==> src/rtl/lsu_pkg.sv <==
// Shared definitions for the load/store controller: op encoding, FSM states,
// data width and small op-classification helpers.
package lsu_pkg;

  localparam int DATA_W = 32;

  localparam logic [2:0] OP_LB  = 3'd0;
  localparam logic [2:0] OP_LH  = 3'd1;
  localparam logic [2:0] OP_LW  = 3'd2;
  localparam logic [2:0] OP_LBU = 3'd3;
  localparam logic [2:0] OP_LHU = 3'd4;
  localparam logic [2:0] OP_SB  = 3'd5;
  localparam logic [2:0] OP_SH  = 3'd6;
  localparam logic [2:0] OP_SW  = 3'd7;

  typedef enum logic [1:0] {
    IDLE  = 2'd0,
    READ  = 2'd1,
    WRITE = 2'd2,
    RESP  = 2'd3
  } stateT;

  function automatic logic isLoad(input logic [2:0] op);
    return (op <= OP_LHU);
  endfunction

  // Half accesses need an even byte address, word accesses a multiple of four.
  function automatic logic isMisaligned(input logic [2:0] op, input logic [1:0] off);
    logic isHalf;
    logic isWord;
    isHalf = (op == OP_LH) || (op == OP_LHU) || (op == OP_SH);
    isWord = (op == OP_LW) || (op == OP_SW);
    return (isHalf && off[0]) || (isWord && (off != 2'b00));
  endfunction

endpackage

==> src/rtl/lsu_lane.sv <==
// Byte-lane datapath: extracts/extends sub-word loads and merges sub-word
// store data into a read word. Misaligned offsets are forced aligned here.
module lsu_lane
  import lsu_pkg::*;
(
  input  logic [2:0]        op,
  input  logic [1:0]        offset,
  input  logic [DATA_W-1:0] readWord,
  input  logic [DATA_W-1:0] storeData,
  output logic [DATA_W-1:0] loadResult,
  output logic [DATA_W-1:0] mergedWord
);

  logic [1:0]  effOff;
  logic [7:0]  laneByte;
  logic [15:0] laneHalf;
  logic [3:0]  byteWe;

  always_comb begin
    case (op)
      OP_LH, OP_LHU, OP_SH: effOff = {offset[1], 1'b0};
      OP_LW, OP_SW:         effOff = 2'b00;
      default:              effOff = offset;
    endcase
  end

  assign laneByte = readWord[{effOff, 3'b000} +: 8];
  assign laneHalf = effOff[1] ? readWord[31:16] : readWord[15:0];

  always_comb begin
    case (op)
      OP_LB:   loadResult = {{24{laneByte[7]}}, laneByte};
      OP_LH:   loadResult = {{16{laneHalf[15]}}, laneHalf};
      OP_LW:   loadResult = readWord;
      OP_LBU:  loadResult = {24'h0, laneByte};
      OP_LHU:  loadResult = {16'h0, laneHalf};
      default: loadResult = '0;
    endcase
  end

  always_comb begin
    case (op)
      OP_SB:   byteWe = 4'b0001 << effOff;
      OP_SH:   byteWe = effOff[1] ? 4'b1100 : 4'b0011;
      OP_SW:   byteWe = 4'b1111;
      default: byteWe = 4'b0000;
    endcase
  end

  genvar gi;
  generate
    for (gi = 0; gi < 4; gi++) begin : gLane
      logic [7:0] srcByte;
      // SB replicates the low byte, SH replicates the low half across lanes.
      always_comb begin
        case (op)
          OP_SB:   srcByte = storeData[7:0];
          OP_SH:   srcByte = storeData[8*(gi%2) +: 8];
          default: srcByte = storeData[8*gi +: 8];
        endcase
      end
      assign mergedWord[8*gi +: 8] = byteWe[gi] ? srcByte : readWord[8*gi +: 8];
    end
  endgenerate

endmodule

==> src/rtl/lsu_dm_ctrl.sv <==
// Load/store controller in front of the data memory word port.
// Define LSU_MISALIGN_TRAP_EN to trap misaligned half/word accesses with resp_err.
module lsu_dm_ctrl
  import lsu_pkg::*;
#(
  parameter int ADDR_W = 8
) (
  input  logic                clock,
  input  logic                reset,
  input  logic                req_valid,
  output logic                req_ready,
  input  logic [2:0]          req_op,
  input  logic [ADDR_W+1:0]   req_addr,
  input  logic [DATA_W-1:0]   req_wdata,
  output logic                resp_valid,
  input  logic                resp_ready,
  output logic [DATA_W-1:0]   resp_rdata,
  output logic                resp_err,
  output logic                MemRead,
  output logic                MemWrite,
  output logic [ADDR_W-1:0]   Address,
  output logic [DATA_W-1:0]   WriteData,
  input  logic [DATA_W-1:0]   ReadData
);

  stateT stateReg, stateNext;

  logic [2:0]        opReg;
  logic [1:0]        offReg;
  logic [DATA_W-1:0] wdataReg;

  logic              accept;
  logic              misalign;
  logic [DATA_W-1:0] laneLoad;
  logic [DATA_W-1:0] laneMerged;

  logic [DATA_W-1:0] respRdataNext;
  logic              respErrNext;
  logic [ADDR_W-1:0] addressNext;
  logic [DATA_W-1:0] writeDataNext;

  assign accept = (stateReg == IDLE) && req_valid;

`ifdef LSU_MISALIGN_TRAP_EN
  assign misalign = isMisaligned(req_op, req_addr[1:0]);
`else
  assign misalign = 1'b0;
`endif

  lsu_lane uLane (
    .op        (opReg),
    .offset    (offReg),
    .readWord  (ReadData),
    .storeData (wdataReg),
    .loadResult(laneLoad),
    .mergedWord(laneMerged)
  );

  always_ff @(posedge clock or posedge reset) begin
    if (reset) begin
      stateReg <= IDLE;
    end else begin
      stateReg <= stateNext;
    end
  end

  always_comb begin
    stateNext = stateReg;
    case (stateReg)
      IDLE: begin
        if (accept) begin
          if (misalign)              stateNext = RESP;
          else if (req_op == OP_SW)  stateNext = WRITE;
          else                       stateNext = READ;
        end
      end
      READ:    stateNext = isLoad(opReg) ? RESP : WRITE;
      WRITE:   stateNext = RESP;
      RESP:    if (resp_ready) stateNext = IDLE;
      default: stateNext = IDLE;
    endcase
  end

  // Next values for the data-carrying outputs; enables derive from stateNext.
  always_comb begin
    respRdataNext = resp_rdata;
    respErrNext   = resp_err;
    addressNext   = Address;
    writeDataNext = WriteData;
    if (accept) begin
      addressNext   = req_addr[ADDR_W+1:2];
      respErrNext   = misalign;
      respRdataNext = '0;
      if (req_op == OP_SW) writeDataNext = req_wdata;
    end
    if (stateReg == READ) begin
      if (isLoad(opReg)) respRdataNext = laneLoad;
      else               writeDataNext = laneMerged;
    end
  end

  always_ff @(posedge clock or posedge reset) begin
    if (reset) begin
      req_ready  <= 1'b1;
      resp_valid <= 1'b0;
      resp_rdata <= '0;
      resp_err   <= 1'b0;
      MemRead    <= 1'b0;
      MemWrite   <= 1'b0;
      Address    <= '0;
      WriteData  <= '0;
      opReg      <= OP_LB;
      offReg     <= 2'b00;
      wdataReg   <= '0;
    end else begin
      req_ready  <= (stateNext == IDLE);
      resp_valid <= (stateNext == RESP);
      MemRead    <= (stateNext == READ);
      MemWrite   <= (stateNext == WRITE);
      resp_rdata <= respRdataNext;
      resp_err   <= respErrNext;
      Address    <= addressNext;
      WriteData  <= writeDataNext;
      if (accept) begin
        opReg    <= req_op;
        offReg   <= req_addr[1:0];
        wdataReg <= req_wdata;
      end
    end
  end

endmodule

==> config.mk <==
export PLATFORM = sky130hd
export DESIGN_NAME = lsu_dm_ctrl
export DESIGN_NICKNAME = d
export VERILOG_FILES = /design/src/rtl/lsu_pkg.sv /design/src/rtl/lsu_lane.sv /design/src/rtl/lsu_dm_ctrl.sv
export SDC_FILE = /design/constraint.sdc
export NUM_CORES = 1
export LEC_CHECK = 0
export CAP_MARGIN = 20
export CORE_MARGIN = 4
export CORE_UTILIZATION = 37
export CTS_BUF_LIST = sky130_fd_sc_hd__clkbuf_2 sky130_fd_sc_hd__clkbuf_4 sky130_fd_sc_hd__clkbuf_8
export DETAILED_ROUTE_END_ITERATION = 16
export GPL_ROUTABILITY_DRIVEN = 0
export PLACE_DENSITY = 0.6
export SETUP_SLACK_MARGIN = 0.02
export SLEW_MARGIN = 10
export SYNTH_ARGS = -nofsm -noshare
export SYNTH_HDL_FRONTEND = slang
export SYNTH_HIERARCHICAL = 1
export SYNTH_SLANG_ARGS = --single-unit
==> constraint.sdc <==
create_clock -name clock -period 4.9 [get_ports clock]
set_clock_uncertainty 0.1 [all_clocks]
set_input_delay 1.47 -clock clock [delete_from_list [all_inputs] [get_ports clock]]
set_output_delay 1.47 -clock clock [all_outputs]
set_load 0.005 [all_outputs]
==> run summary, run 1 <==
* **total inserted antenna cells** 0
* **number of buffers created by CTS** 17
* **number of setup buffers added after CTS** 0
* **clock network fraction of design power** 0.203
* **half-perimeter wire length of the detailed placement result** 15500 um
* **number of global-route vias before repair** 6111
* **share of the clock period used by the worst path after layout** 0.645
* **leak pwr** 0.00370 uW
* **required time of the critical path** 5.17 ns
* **die outline height** 142 um
* **Clock Latency Late Sink** 0.46 ns
* **number of maximum-capacitance constraint violations** 0
* **Post-Synthesis Net Count** 905
* **largest area contributor in the netlist** sky130_fd_sc_hd__dfrtp_1
* **H-Tree Level Count** 4
* **final count of hold timing violations** 0
* **Total Die Area** 0.0201 mm2
* **summed instance area of the synthesized netlist** 0.00663 mm2
* **relative area change from synthesis to final layout** 32.0%
* **synth top area cells** sky130_fd_sc_hd__dfrtp_1 (43%), sky130_fd_sc_hd__nand2_1 (13%), sky130_fd_sc_hd__o21ai_0 (7.1%)
* **number of DRC violations after detailed routing** 0
* **power consumption** 5390 uW
* **clock-pin slew reported for the worst setup and hold paths after clock tree synthesis** 0.07 ns
* **Area after DPL** 0.00826 mm2
* **total global routing track utilization** 0.223
* **share of final-layout standard cells stronger than drive strength 1** 0.0818
* **Setup crit end kind** flop
* **final net count** 1021
* **Routed wire per std cell** 19.1 um
* **global-route wire length before repair** 35200 um
* **die width** 142 um
* **sequential fraction of the synthesis area** 0.434
* **DR pass1 iterations** 5
* **area inside the core boundary** 0.0174 mm2
* **total of flip-flops plus latches after synthesis** 115
* **number of sinks driven by the clock tree** 115
* **total count of max-transition violations in the final report** 0
* **placement row count** 48
* **hold_sp** wdataReg[23]
* **Resize count post-CTS** 0
* **Via Count** 6509
* **result of the run** complete, no violations
* **DRC marker count from the first detailed-route iteration** 592
* **total of buffers placed on input and output ports** 156
* **number of antenna violations at the first check in global routing** 0
* **critical path launch point type** input port
* **gate count after technology mapping** 824
* **Yosys warning total** 6
* **total detailed-routing wirelength** 22500 um
* **post-layout instance area** 0.00875 mm2
* **final number of setup-violating endpoints** 0
* **portion of synthesized cell area occupied by the leading cell type** 0.430
* **CTS tree** built
* **arrival time of the worst setup path** 3.43 ns
* **achievable frequency** 317 MHz
* **worst reg2reg startpoint** opReg[0]
* **worst reg2reg endpoint** WriteData[28]
* **Max Root-Sink Buffers** 2
* **Critical Path Fanout Max** 82
* **gr ovfl total** 0
* **CTS root buffer** sky130_fd_sc_hd__clkbuf_8
* **maximum resistive drop on vdd** 0.263 mV
* **unrepaired setup endpoints after global routing** no
* **mean cell area of the mapped netlist** 8.05 um2
* **endpoint with the worst hold slack** wdataReg[23]
* **I/O pin cnt** 158
* **depth of the worst hold-timing path** 2
* **final antenna-violating net count** 0
* **worst slew margin relative to its limit** 0.311
* **cell internal power dissipation** 3240 uW
* **Logic pwr share** 0.473
* **HP Class** reg2reg
* **CTS Hold Bufs** 0
* **register-to-register setup slack** 2.00 ns
* **maximum number of pins on one net before global-route repair** 83
* **slew at the pin closest to its max-slew limit** 1.03 ns
* **vias per inst** 5.53
* **P_sw** 2150 uW
* **Seq pwr share** 0.325
* **setup TNS** 0 ns
* **Starting Density** 0.381
* **unique cell type count in the Yosys netlist** 50
* **switching part of the total power** 0.399
* **reg2reg path depth** 8
* **crit path kind** in2reg
* **power density over the cells** 616 mW/mm2
* **Final Critical Period** 3.16 ns
[worst max-delay path, stage by stage]
cell                              delay, ns
sky130_fd_sc_hd__clkdlybuf4s50_1       0.46
sky130_fd_sc_hd__or3b_4                0.89
sky130_fd_sc_hd__buf_12                0.27
sky130_fd_sc_hd__nand2_1               0.07
sky130_fd_sc_hd__o21ai_0               0.17
[worst max path at each step]
stage / from / to / slack, ns / cells after the start
after floorplan: reset / Address[0] / 0.29 / 1
after global placement: req_valid / resp_rdata[6] / 1.38 / 5
after detailed placement: req_valid / resp_rdata[24] / 1.31 / 5
after CTS: req_valid / resp_rdata[16] / 1.78 / 5
after global routing: req_valid / resp_rdata[9] / 1.62 / 5
final: req_valid / resp_rdata[16] / 1.74 / 5
[Yosys cell counts, drive strengths merged]
cell     instances
conb             1
nor2            11
nor3            36
inv              6
xor2             2
dfrtp          114
or3b             1
nand2b          14
o21bai           1
o2bb2ai          1
o31ai            1
nand3           68
a31o             7
a21oi           24
nand2          224
nor3b            2
buf             44
o311ai           8
nand3b           8
and3             2
a31oi           33
mux2i           30
o221ai           1
and2             9
nor2b            1
a32oi            3
dfstp            1
a221oi           1
clkbuf          29
mux2            11
o21ai          113
nand4            3
o211ai          14
[cell usage in the layout, fill, tap and decap left out, types with 7 or more instances in the layout]
cell type / synthesis / final
sky130_fd_sc_hd__mux2_2: 8 / 8
sky130_fd_sc_hd__nand3_1: 67 / 67
sky130_fd_sc_hd__o21ai_1: 17 / 17
sky130_fd_sc_hd__clkdlybuf4s50_1: 0 / 156
sky130_fd_sc_hd__buf_4: 4 / 11
sky130_fd_sc_hd__dfrtp_1: 114 / 114
sky130_fd_sc_hd__clkbuf_8: 0 / 22
sky130_fd_sc_hd__mux2i_1: 30 / 30
sky130_fd_sc_hd__nand2b_1: 14 / 14
sky130_fd_sc_hd__nand3b_1: 8 / 8
sky130_fd_sc_hd__a21oi_1: 23 / 23
sky130_fd_sc_hd__o311ai_0: 7 / 7
sky130_fd_sc_hd__and2_1: 8 / 8
sky130_fd_sc_hd__a31oi_1: 33 / 33
sky130_fd_sc_hd__o21ai_0: 94 / 93
sky130_fd_sc_hd__nor2_1: 10 / 10
sky130_fd_sc_hd__nor3_1: 35 / 35
sky130_fd_sc_hd__nand2_1: 223 / 223
sky130_fd_sc_hd__o211ai_1: 14 / 14
[routing by layer]
layer | wire length [um] | global-route usage | part of all wire | up-vias
met4 | 522 | 0.0742 | 0.023 | 0
met1 | 10400 | 0.329 | 0.46 | 3078
met5 | 0 | 0 | 0 | -
li1 | - | - | - | 3118
met3 | 1750 | 0.0509 | 0.078 | 40
met2 | 9860 | 0.323 | 0.44 | 273
[power groups by stage]
stage,Clock (uW),Combinational (uW),Sequential [uW]
after floorplan,0,1620,1620
after global placement,0,2490,1760
after detailed placement,0,2530,1760
after CTS,1110,2550,1750
after global routing,1150,2830,1810
final,1090,2550,1750
[metrics by stage]
step / hold slack (ns) / setup slack, ns / std cells / utilization
global placement: 0.361 / 1.38 / 1145 / 0.474
floorplan: 0.345 / 0.288 / 824 / -
finish: 0.383 / 1.74 / 1178 / 0.503
CTS: 0.385 / 1.78 / 1178 / 0.503
global route: 0.417 / 1.62 / 1178 / 0.503
detailed placement: 0.367 / 1.31 / 1146 / 0.474
[final cells by class]
type                            count  area (um2)
Tap cell                          225         282
Timing Repair Buffer              170        1700
Sequential cell                   115        2880
Clock inverter                      8         170
Clock buffer                       24         318
Multi-Input combinational cell    630        3380
Fill cell                        1662        8660
Inverter                            6        25.0
[sequential cells by signal, summed over array words and instances, names as in the netlist, 2 cells and up]
register    count
offReg          2
Address         8
opReg           3
wdataReg       32
stateReg        2
WriteData      32
resp_rdata     32
[logic make-up after synthesis]
kind of cell / count (synthesis) / synth area share
and+or+nand+nor: 379 / 0.256
AOI/OAI and AO/OA: 207 / 0.182
DFF: 115 / 0.434
buffers and inverters: 79 / 0.0592
muxes: 41 / 0.0640
xor gates and xnor gates: 2 / 0.00377
other: 1 / 0.000565
Power figures use the tool's default switching activity.
==> run 2: changes to the inputs <==
==> constraint.sdc (replaced) <==
create_clock -name clock -period 3.05 [get_ports clock]
set_clock_uncertainty 0.1 [all_clocks]
set_input_delay 0.915 -clock clock [delete_from_list [all_inputs] [get_ports clock]]
set_output_delay 0.915 -clock clock [all_outputs]
set_load 0.005 [all_outputs]
==> run 2 against run 1 <==
Compared with the run above: sequential power is 60% higher; setup slack got worse by 1.2 ns; die area unchanged; critical endpoint is now WriteData[29]; clock power rose by 42%; core utilization is 0.30 points higher; flip-flop and latch count did not move; sequential share of layout area decreased by 0.20 points.
==> run summary, run 2 (synthesis gave the netlist of run 1 again) <==
* **CP max-delay cell** sky130_fd_sc_hd__dfrtp_1
* **total inserted antenna cells** 0, unchanged
* **final net count** 1034, +1.3%
* **global-route wire length before repair** 35500 um, +0.88%
* **most frequent cells in the layout** sky130_fd_sc_hd__nand2_1 (223), sky130_fd_sc_hd__clkdlybuf4s50_1 (156), sky130_fd_sc_hd__dfrtp_1 (114), sky130_fd_sc_hd__o21ai_0 (93), sky130_fd_sc_hd__nand3_1 (67)
* **Total Die Area** 0.0201 mm2, unchanged
* **placement row count** 48, unchanged
* **number of DRC violations after detailed routing** 0, unchanged
* **Setup crit end kind** flop
* **H-Tree Level Count** 4, unchanged
* **Clock Latency Late Sink** 0.45 ns, about the same
* **number of sinks driven by the clock tree** 115, unchanged
* **slew at the pin closest to its max-slew limit** 0.679 ns, -0.354 ns
* **largest stage delay on the critical path** 0.69 ns, -0.20 ns
* **vias per inst** 5.48, -0.86%
* **total global routing track utilization** 0.225, +0.00153
* **CTS Hold Bufs** 0, unchanged
* **die outline height** 142 um, unchanged
* **number of maximum-capacitance constraint violations** 0, unchanged
* **final number of setup-violating endpoints** 0, unchanged
* **achievable frequency** 406 MHz
* **setup TNS** 0 ns, unchanged
* **Resize count post-CTS** 0, unchanged
* **relative area change from synthesis to final layout** 32.8%
* **I/O pin cnt** 158, unchanged
* **DR pass1 iterations** 5, unchanged
* **clock-pin slew reported for the worst setup and hold paths after clock tree synthesis** 0.07 ns, about the same
* **Via Count** 6519, +0.15%
* **unrepaired setup endpoints after global routing** no
* **number of antenna violations at the first check in global routing** 0, unchanged
* **ordered list of cells on the worst path** nand2_1 > o21ai_2 > nand2_1 > and2_1 > a31o_2 > nor3_1 > a31oi_1
* **worst slew margin relative to its limit** 0.547, +0.236
* **power density over the cells** 968 mW/mm2, +57%
* **Starting Density** 0.381, unchanged
* **DRC marker count from the first detailed-route iteration** 587, -0.84%
* **Critical Path Fanout Max** 14, -83%
* **maximum resistive drop on vdd** 0.457 mV, +74%
* **number of global-route vias before repair** 6059, -0.85%
* **total count of max-transition violations in the final report** 0, unchanged
* **Max Root-Sink Buffers** 2, unchanged
* **die width** 142 um, unchanged
* **leading cell type in the layout, fill and taps excluded** sky130_fd_sc_hd__nand2_1
* **Routed wire per std cell** 19.0 um, -0.78%
* **number of buffers created by CTS** 17, unchanged
* **maximum number of pins on one net before global-route repair** 79, -4.8%
* **arrival time of the worst setup path** 2.66 ns, -0.77 ns
* **total of buffers placed on input and output ports** 156, unchanged
* **total detailed-routing wirelength** 22600 um, +0.23%
* **gr ovfl total** 0, unchanged
* **CTS root buffer** sky130_fd_sc_hd__clkbuf_8
* **area inside the core boundary** 0.0174 mm2, unchanged
* **half-perimeter wire length of the detailed placement result** 16000 um, +3.6%
* **critical path launch point type** flop
* **CTS tree** built
* **most numerous cell on the critical path** sky130_fd_sc_hd__nand2_1
* **final antenna-violating net count** 0, unchanged
* **leak pwr** 0.00373 uW, +0.77%
* **share of the clock period used by the worst path after layout** 0.808
* **crit path kind** reg2reg
* **final count of hold timing violations** 0, unchanged
* **result of the run** complete, no violations
* **share of final-layout standard cells stronger than drive strength 1** 0.0933, +0.0114
* **worst-case hold slack** 0.378 ns, -0.00459 ns
* **number of setup buffers added after CTS** 0, unchanged
* **HP Class** reg2reg
* **power consumption** 8520 uW, +58%
* **required time of the critical path** 3.25 ns, -1.92 ns
* **Final Critical Period** 2.46 ns
* **largest registers** WriteData (32), resp_rdata (32), wdataReg (32)
* **fillcell total** 1710, +2.9%
==> run 2: changes by cell type in the layout (fill, tap and decap cells not counted) <==
cell                         delta
sky130_fd_sc_hd__clkbuf_4       -1
sky130_fd_sc_hd__inv_4          -1
sky130_fd_sc_hd__clkbuf_8       -1
sky130_fd_sc_hd__buf_12         +2
sky130_fd_sc_hd__bufinv_16      -2
sky130_fd_sc_hd__clkinv_2       +2
sky130_fd_sc_hd__clkinvlp_4     +2
sky130_fd_sc_hd__buf_8          -1
sky130_fd_sc_hd__buf_4         +12
==> run 2: critical path: cells and delay by family, from the launching register on <==
| family | cells | cell delay, ns |
|---|---|---|
| compound gates | 3 | 0.63 |
| flops | 1 | 0.69 |
| simple gates | 4 | 0.90 |
==> run 2: power breakdown <==
part	internal, uW	total, uW	switching [uW]	leakage (uW)
logic	1960	4170	2210	0.00212
registers	2200	2800	594	0.00140
clock network	895	1550	659	0.000210
total	5050	8520	3470	0.00373
==> run 2: metrics by stage <==
| step | cell area (um2) | setup slack (ns) | utilization | cells |
|---|---|---|---|---|
| floorplan | 6640 | 0.636 | - | 824 |
| CTS | 8800 | 0.553 | 0.506 | 1190 |
| detailed placement | 8380 | 0.241 | 0.481 | 1159 |
| finish | 8800 | 0.585 | 0.506 | 1190 |
| global placement | 8380 | 0.285 | 0.481 | 1159 |
| global route | 8800 | 0.421 | 0.506 | 1190 |
==> run 2: per-layer routing <==
layer	GRT usage	wire, um	part of all wire
met1	0.338	10600	0.47
met2	0.335	10300	0.46
met3	0.0499	1570	0.069
met4	0.0429	184	0.0081
met5	0	0	0
==> run 2: worst paths after layout <==
check	start	endpoint	slack [ns]	depth (start not counted)
setup / recovery	opReg[0]	WriteData[29]	0.59	7
hold / removal	Address[5]	Address[5]	0.38	2
setup reg to reg	opReg[0]	WriteData[29]	0.59	7
hold reg to reg	Address[5]	Address[5]	0.38	2
max in group asynchronous	reset	wdataReg[23]	1.46	3
min in group asynchronous	reset	resp_rdata[5]	0.72	2
==> run 2: area by class of cell <==
| type | instances | area, um2 | share of cell area |
|---|---|---|---|
| clock buffer | 22 | 297 | 0.0337 |
| clock inverter | 9 | 128 | 0.0145 |
| inverter | 6 | 26.3 | 0.00298 |
| multi-input combinational | 630 | 3380 | 0.384 |
| sequential | 115 | 2880 | 0.327 |
| tap | 225 | 282 | 0.0320 |
| timing repair buffer | 183 | 1810 | 0.206 |
